--- config.mk ---
export PLATFORM = sky130hd
export DESIGN_NAME = sprite_fetch_scheduler
export DESIGN_NICKNAME = d
export VERILOG_FILES = /design/src/rtl/sprite_pkg.sv /design/src/rtl/sprite_row_hit.sv /design/src/rtl/sprite_fetch_scheduler.sv
export SDC_FILE = /design/constraint.sdc
export NUM_CORES = 1
export LEC_CHECK = 0
export CAP_MARGIN = 30
export CORE_UTILIZATION = 45
export CTS_CLUSTER_SIZE = 8
export DETAILED_ROUTE_END_ITERATION = 8
export PLACE_DENSITY = 0.72
export SLEW_MARGIN = 30
export SYNTH_ARGS = -nofsm -noshare
export SYNTH_HDL_FRONTEND = slang
export SYNTH_SLANG_ARGS = --single-unit
--- constraint.sdc ---
create_clock -name vga_clk -period 7.1 [get_ports vga_clk]
set_clock_uncertainty 0.05 [all_clocks]
set_input_delay 1.42 -clock vga_clk [delete_from_list [all_inputs] [get_ports vga_clk]]
set_output_delay 1.42 -clock vga_clk [all_outputs]
set_load 0.005 [all_outputs]
--- src/rtl/sprite_pkg.sv ---
// Shared types and constants for the sprite fetch path.
package sprite_pkg;

  typedef enum logic [1:0] {
    IDLE,
    SCAN,
    ISSUE,
    DONE
  } fetch_state_t;

  localparam int unsigned SCREEN_H = 480;
  localparam int unsigned LINE_W   = 10;

endpackage

--- src/rtl/sprite_row_hit.sv ---
// Combinational test of whether a sprite covers a scanline, plus the row
// within the sprite that the scanline lands on.
module sprite_row_hit
  import sprite_pkg::*;
#(
  parameter int unsigned SPR_H = 16,
  parameter int unsigned ROW_W = $clog2(SPR_H)
) (
  input  logic              en,
  input  logic [LINE_W-1:0] line,
  input  logic [LINE_W-1:0] y,
  output logic              hit,
  output logic [ROW_W-1:0]  row
);

  logic [LINE_W:0] line_x;
  logic [LINE_W:0] y_x;
  logic [LINE_W:0] y_end;
  logic [LINE_W:0] diff;

  // One extra bit so a sprite starting near the bottom of the line range
  // never wraps back onto the top scanlines.
  always_comb begin
    line_x = {1'b0, line};
    y_x    = {1'b0, y};
    y_end  = y_x + (LINE_W + 1)'(SPR_H);
    diff   = line_x - y_x;
    hit    = en && (line_x >= y_x) && (line_x < y_end);
    row    = diff[ROW_W-1:0];
  end

endmodule

--- src/rtl/sprite_fetch_scheduler.sv ---
// Walks the sprite slots during hblank, and for every slot covering the next
// scanline streams that sprite row out of the shared ROM into the line buffer.
module sprite_fetch_scheduler
  import sprite_pkg::*;
#(
  parameter int unsigned NUM_SLOTS = 4,
  parameter int unsigned SPR_W     = 16,
  parameter int unsigned SPR_H     = 16,
  parameter int unsigned ADDR_W    = 12,
  parameter int unsigned PIX_W     = 2,
  localparam int unsigned SLOT_W   = $clog2(NUM_SLOTS),
  localparam int unsigned COL_W    = $clog2(SPR_W),
  localparam int unsigned ROW_W    = $clog2(SPR_H)
) (
  input  logic                          vga_clk,
  input  logic                          reset,
  input  logic                          hblank_start,
  input  logic [LINE_W-1:0]             next_line,
  input  logic [NUM_SLOTS-1:0]          slot_en,
  input  logic [NUM_SLOTS*LINE_W-1:0]   slot_y,
  input  logic [NUM_SLOTS*ADDR_W-1:0]   slot_base,
  output logic [ADDR_W-1:0]             rom_addr,
  input  logic [PIX_W-1:0]              rom_q,
  output logic                          lb_we,
  output logic [SLOT_W-1:0]             lb_slot,
  output logic [COL_W-1:0]              lb_col,
  output logic [PIX_W-1:0]              lb_data,
  output logic [NUM_SLOTS-1:0]          row_valid,
  output logic                          busy,
  output logic                          done,
  output logic                          overrun
);

  fetch_state_t                  state;
  logic [SLOT_W-1:0]             slot_q;
  logic [COL_W-1:0]              col_q;
  logic [LINE_W-1:0]             line_q;
  logic [NUM_SLOTS-1:0]          en_q;
  logic [NUM_SLOTS*LINE_W-1:0]   y_q;
  logic [NUM_SLOTS*ADDR_W-1:0]   base_q;

  logic                          en_sel;
  logic [LINE_W-1:0]             y_sel;
  logic [ADDR_W-1:0]             base_sel;
  logic                          hit;
  logic [ROW_W-1:0]              row;
  logic [ADDR_W-1:0]             row_base;
  logic                          last_slot;

  // Select the snapshot fields of the slot currently being scanned/fetched.
  always_comb begin
    en_sel    = en_q[slot_q];
    y_sel     = y_q[int'(slot_q) * LINE_W +: LINE_W];
    base_sel  = base_q[int'(slot_q) * ADDR_W +: ADDR_W];
    row_base  = base_sel + ADDR_W'(row) * ADDR_W'(SPR_W);
    last_slot = (slot_q == SLOT_W'(NUM_SLOTS - 1));
  end

  sprite_row_hit #(
    .SPR_H (SPR_H),
    .ROW_W (ROW_W)
  ) u_row_hit (
    .en   (en_sel),
    .line (line_q),
    .y    (y_sel),
    .hit  (hit),
    .row  (row)
  );

  // ROM data arrives one clock after the address, in step with lb_we.
  always_comb begin
    lb_data = lb_we ? rom_q : '0;
  end

  // Fetch FSM, slot/column counters and the one-stage read pipeline.
  always_ff @(posedge vga_clk) begin
    if (reset) begin
      state     <= IDLE;
      slot_q    <= '0;
      col_q     <= '0;
      line_q    <= '0;
      en_q      <= '0;
      y_q       <= '0;
      base_q    <= '0;
      rom_addr  <= '0;
      lb_we     <= 1'b0;
      lb_slot   <= '0;
      lb_col    <= '0;
      row_valid <= '0;
      busy      <= 1'b0;
      done      <= 1'b0;
      overrun   <= 1'b0;
    end else begin
      done    <= 1'b0;
      lb_we   <= 1'b0;
      overrun <= hblank_start && (state != IDLE);
      unique case (state)
        IDLE: begin
          if (hblank_start) begin
            line_q <= next_line;
            en_q   <= slot_en;
            y_q    <= slot_y;
            base_q <= slot_base;
            slot_q <= '0;
            busy   <= 1'b1;
            state  <= SCAN;
          end
        end
        SCAN: begin
          row_valid[slot_q] <= hit;
          if (hit) begin
            col_q    <= '0;
            rom_addr <= row_base;
            state    <= ISSUE;
          end else if (last_slot) begin
            done  <= 1'b1;
            state <= DONE;
          end else begin
            slot_q <= slot_q + 1'b1;
          end
        end
        ISSUE: begin
          lb_we   <= 1'b1;
          lb_slot <= slot_q;
          lb_col  <= col_q;
          if (col_q == COL_W'(SPR_W - 1)) begin
            if (last_slot) begin
              done  <= 1'b1;
              state <= DONE;
            end else begin
              slot_q <= slot_q + 1'b1;
              state  <= SCAN;
            end
          end else begin
            col_q    <= col_q + 1'b1;
            rom_addr <= row_base + ADDR_W'(col_q) + ADDR_W'(1);
          end
        end
        DONE: begin
          busy  <= 1'b0;
          state <= IDLE;
        end
        default: state <= IDLE;
      endcase
    end
  end

endmodule

== Word-level counts from Yosys, hierarchy flattened ==
Cells that the tools add are included.

* Word-level logic and storage cells: 85
* Output and inout bits: 28
* Register bits: 136
* Bits of input ports: 107

* Magnitude comparators: 4
* Add/subtract/negate cells: 7
* Shifts and indexed selects: 2
* Mux-type cells: 30
* Reductions and logical operators: 14
* Eq/ne operators: 11
* Multiply operators: 2

{| class="wikitable"
|+ Operators by type and width
! operator !! number
|-
| $shiftx A48 B7 Y12 || 1
|-
| $shiftx A40 B7 Y10 || 1
|-
| $mux W12 || 2
|-
| $pmux W12 S2 || 1
|-
| $mux W2 || 10
|-
| $add A12 B1 Y12 const B || 1
|-
| $add A12 B4 Y12 || 1
|-
| $add A12 B8 Y12 || 1
|-
| $add A10 B5 Y11 const B || 1
|-
| $lt A10 B11 Y1 || 1
|-
| $ge A10 B10 Y1 || 1
|-
| $ne A2 B2 Y1 const B || 5
|-
| $mux W4 || 2
|-
| $pmux W2 S4 || 1
|-
| $pmux W4 S2 || 1
|-
| $mux W1 || 7
|-
| $eq A2 B2 Y1 const B || 3
|-
| $pmux W2 S3 || 1
|-
| $reduce_and A3 Y1 || 2
|-
| $reduce_bool A2 Y1 || 3
|-
| $mul A2 B3 Y5 const B || 1
|-
| $add A4 B1 Y4 const B || 1
|-
| $bwmux W4 || 1
|-
| $eq A4 B4 Y1 const B || 1
|-
| other kinds (15) || 20
|}

== Depth between registers and ports, before layout ==
* Depth after elaboration: 8
* Gate-level depth with buffers: 17
* Gate-level depth less buffers: 14

== By module ==
Synthesis repeated with hierarchy kept, for this count alone.

* Cell total of the unflattened synthesis: 765
* Area total of the unflattened synthesis: 6531.3 µm²

{| class="wikitable"
|+ By module, submodules not included
! module !! times used !! cells an instance !! seq. area each (µm²) !! area an instance (µm²)
|-
| sprite_fetch_scheduler || 1 || 699 || 2722.6 || 5992.0
|-
| sprite_row_hit || 1 || 66 || 0.0 || 539.3
|}

== Worst setup path before layout ==
No wires, ideal clock.

* Kind: flip-flop to flip-flop
* Start: register slot_q[0]
* End: register rom_addr[11]
* Data arrival time: 4036 ps
* Stages on the path, launching flop included: 16
* Path slack: 2928 ps
* Clock period less this slack: 4172 ps
* Path through: dfxtp_1 -> buf_6 -> buf_2 -> buf_1 -> mux4_2 -> ha_1 -> inv_1 -> fa_1 -> inv_1 -> fa_1 -> nand2b_1 -> nor2_1 -> o2111ai_1 -> a211oi_1 -> xnor2_1 -> a211oi_1

* Cells in the longest elaborated chain, start to end: 8
* Elaborated cells on any way between the ends: 20
* Classes of those cells: add/sub: 5; mul: 2; order compare: 2; eq/ne: 1; shift: 2; mux: 5; reduce/logical: 3

{| class="wikitable"
|+ Ends and longest elaborated chain
! item !! line !! text
|-
| from (decl) || sprite_fetch_scheduler.sv:35 || <nowiki>logic [SLOT_W-1:0] slot_q;</nowiki>
|-
| from (signal assigned) || sprite_fetch_scheduler.sv:119 || <nowiki>slot_q <= slot_q + 1'b1;</nowiki>
|-
| from (signal assigned) || sprite_fetch_scheduler.sv:131 || <nowiki>slot_q <= slot_q + 1'b1;</nowiki>
|-
| $mul A2 B3 Y5 || sprite_fetch_scheduler.sv:53 || <nowiki>y_sel = y_q[int'(slot_q) * LINE_W +: LINE_W];</nowiki>
|-
| $shiftx A40 B7 Y10 || sprite_fetch_scheduler.sv:53 ||
|-
| $sub A4 B4 Y4 || sprite_row_hit.sv:27 || <nowiki>diff = line_x - y_x;</nowiki>
|-
| $add A12 B8 Y12 || sprite_fetch_scheduler.sv:55 || <nowiki>row_base = base_sel + ADDR_W'(row) * ADDR_W'(SPR_W);</nowiki>
|-
| $add A12 B4 Y12 || sprite_fetch_scheduler.sv:136 || <nowiki>rom_addr <= row_base + ADDR_W'(col_q) + ADDR_W'(1);</nowiki>
|-
| $add A12 B1 Y12 || sprite_fetch_scheduler.sv:136 ||
|-
| $mux W12 || sprite_fetch_scheduler.sv:126 || <nowiki>if (col_q == COL_W'(SPR_W - 1)) begin</nowiki>
|-
| $pmux W12 S2 || sprite_fetch_scheduler.sv:97 || <nowiki>unique case (state)</nowiki>
|-
| to (signal assigned) || sprite_fetch_scheduler.sv:113 || <nowiki>rom_addr <= row_base;</nowiki>
|-
| to (signal assigned) || sprite_fetch_scheduler.sv:136 ||
|-
| to (decl) || sprite_fetch_scheduler.sv:22 || <nowiki>output logic [ADDR_W-1:0] rom_addr,</nowiki>
|}

Parallel ways exist; a longest one is shown, timed or not. The select of a mux whose other input is x is not followed.
A chain may end at the register's enable or synchronous reset.

== Worst setup path in the final report ==
* Start: input rom_q[1]
* End: output lb_data[1]

* Cells in the longest elaborated chain, start to end: 1

{| class="wikitable"
|+ Ends and longest elaborated chain
! item !! line !! text
|-
| from (decl) || sprite_fetch_scheduler.sv:23 || <nowiki>input logic [PIX_W-1:0] rom_q,</nowiki>
|-
| $mux W2 || sprite_fetch_scheduler.sv:72 || <nowiki>lb_data = lb_we ? rom_q : '0;</nowiki>
|-
| to (decl) || sprite_fetch_scheduler.sv:27 || <nowiki>output logic [PIX_W-1:0] lb_data,</nowiki>
|}

No other way between the ends.

==> metrics <==
status finished clean; PortBufs 134; area occupied by multi-input gates approximately 3500 µm²; Cell variety after synth 54; Core Rows 43; most frequent CP cell clkdlybuf4s50_1; gr ovfl total 0; Clock Latency Late Sink ~0.42 ns; number of synthesized flops with an enable pin 0; CP top delay family buffers and inverters; Critical Path RT 5.63 ns; Cells on Worst Hold Path 2; utilization after layout 0.612; f_max 253 MHz; # hold bufs at CTS 0; Worst Max-Slew Pin Slew 0.763 ns; routed len/inst 14.5 µm; global-route wire length before repair 25800 µm; Crit. End Element output port; design area 8590 µm²; most common cell in the synthesized netlist nand2_1; Synth area leader dfxtp_1; critical path class in2out; Num CTS Buffers 17; postcts setup bufs 0; Levels on crit path 3; Slew Limit Fails 0; Post-Route WL 15700 µm; Slew headroom 0.492; Crit-path slowest cell clkdlybuf4s50_1; Post-CTS Resized 0; ant diodes 0; Hold Path Class reg2reg; VDD IR max 0.185 mV; Cells after Synth 783; RR Startpoint slot_q[0]; setup slack, reg-to-reg 3.21 ns; CP Max Fanout 1; Lkg Pwr 3.26 nW; hpwl dp 10800 µm; clock-pin slew on the worst setup and hold paths 0.05 ns; number of global-route vias before repair between 5000 and 6000; largest net degree at the start of global routing 104; hold_sp base_q[24]; CP bufs+invs 2; cell area after synthesis 6580 µm²; via/cell ratio 5.21; CTS root buffer clkbuf_16; register area share after synthesis 0.414; DP Area a little under 8000 µm²; synthesis-stage register bit count 136; Main synth FF type dfxtp_1; number of DRC markers in iteration 0 317; Async SR Flop Fraction 0; CTS Sinks 136; final worst-path cycle share 0.557; post-route ant nets 0; final setup TNS 0 ns; die width about 120 µm; FF-to-FF End rom_addr[8]; H-tree lvl count 4; Core Area 14000 µm²; final hold violations 0; TritonCTS clock tree yes; YS warnings 0; Crit. Startpoint rom_q[1]; syn avg cell area approximately 8.4 µm²; Synth top area share 0.414; pwr dens 321 nW/µm²; gpl congestion roughly 0.83; CTS Buffer Depth 2; syn nets 927; FF+latch area 2730 µm²; DP Cell Count 1050; RSZ-0062 raised after global routing no; hold endpoint base_q[24]; Critical Path Max Stage Delay ~0.50 ns; drt pass-1 iters 6; Worst setup SP type primary input; CP arrival 2.49 ns; Starting Density 0.468; boundary pin count 135; Finished Layout Cells 1081; DR vias 5637; nets 1034; final worst path period need 3.96 ns; Die ar. 15100 µm²; Filler cells ~1200; Total GRT Usage 0.223; final setup violating endpoints 0; top post-synthesis cells by count nand2_1, dfxtp_1, a21oi_1; DRC 0; Die Ht about 120 µm; initial antenna violation count 0; max_cap viols 0; proportion of layout cells with a drive suffix above 1 0.0677; Area growth syn-to-layout 30.6%; total power draw 2.76 mW; Area contributors post-synth dfxtp_1, nand2_1, a21oi_1; cells along the critical path clkdlybuf4s50_1 > and2_1 > clkdlybuf4s50_1; Reg2Reg Depth 12
==> state kept, by name, summed over array words and instances (netlist names), 2 cells and up <==
register,count
base_q,48
y_q,40
rom_addr,12
line_q,10
col_q,4
en_q,4
lb_col,4
row_valid,4
lb_slot,2
slot_q,2
state,2
==> placed cells by master, fill, tap and decap left out, drive strengths merged, types with 4 or more instances in the layout <==
cell type,instances
a21oi,125
dfxtp,136
and2,7
xor2,5
buf,4
nand2b,4
mux4,22
bufinv,4
mux2i,17
clkdlybuf4s50,133
inv,30
nand3,15
nor2,30
clkbuf,21
xnor2,12
o21ai,10
nand2,237
ha,34
==> worst max-delay path by stage <==
stage / end / slack, ns
floorplan: rom_addr[11] / 2.93
global placement: rom_addr[5] / 3.01
detailed placement: rom_addr[6] / 2.88
CTS: rom_addr[8] / 2.82
global route: rom_addr[0] / 2.92
finish: lb_data[1] / 3.14
==> routing by layer <==
| layer | wire (µm) | GRT usage | vias up |
|---|---|---|---|
| li1 | - | - | 2869 |
| met1 | 7500 | 0.304 | 2593 |
| met2 | 7180 | 0.339 | 156 |
| met3 | 790 | 0.0511 | 19 |
| met4 | 246 | 0.0922 | 0 |
| met5 | 0 | 0 | - |
==> final cells by class <==
class                      instances  area share
clock buffer                      21      0.0524
clock inverter                     9      0.0175
inverter                          30      0.0131
multi-input combinational        568       0.413
sequential                       136       0.317
timing repair buffer             137       0.161
tap                              180      0.0262
==> power by group <==
| part | switching [mW] | internal, mW |
|---|---|---|
| Sequential | 0.0947 | 0.876 |
| Combinational | 0.486 | 0.398 |
| Clock | 0.313 | 0.590 |
==> worst reg2reg max path, stage by stage (launching register included) <==
cell,delay (ns)
dfxtp_4,0.68
mux4_2,0.67
ha_1,0.25
and2_4,0.15
nand2_1,0.07
xnor2_1,0.12
ha_1,0.26
a21o_1,0.18
a21oi_1,0.13
a32o_2,0.18
a41o_1,0.68
mux2i_1,0.27
nor2_1,0.05
==> kinds of logic after synthesis <==
logic type,Yosys count,synth area share
flops,136,0.414
fa+ha+maj,37,0.0738
simple gates,309,0.192
xor+xnor,17,0.0226
compound gates,165,0.142
buf+inv,79,0.0499
mux,40,0.105
==> through the flow <==
step | hold slack [ns] | worst slack (ns)
5_1_grt | 0.413 | 2.92
3_5_place_dp | 0.396 | 2.88
6_report | 0.401 | 3.14
2_1_floorplan | 0.382 | 2.93
4_1_cts | 0.403 | 2.82
3_3_place_gp | 0.390 | 3.01
Note: power is estimated with default switching activity, not from simulation.
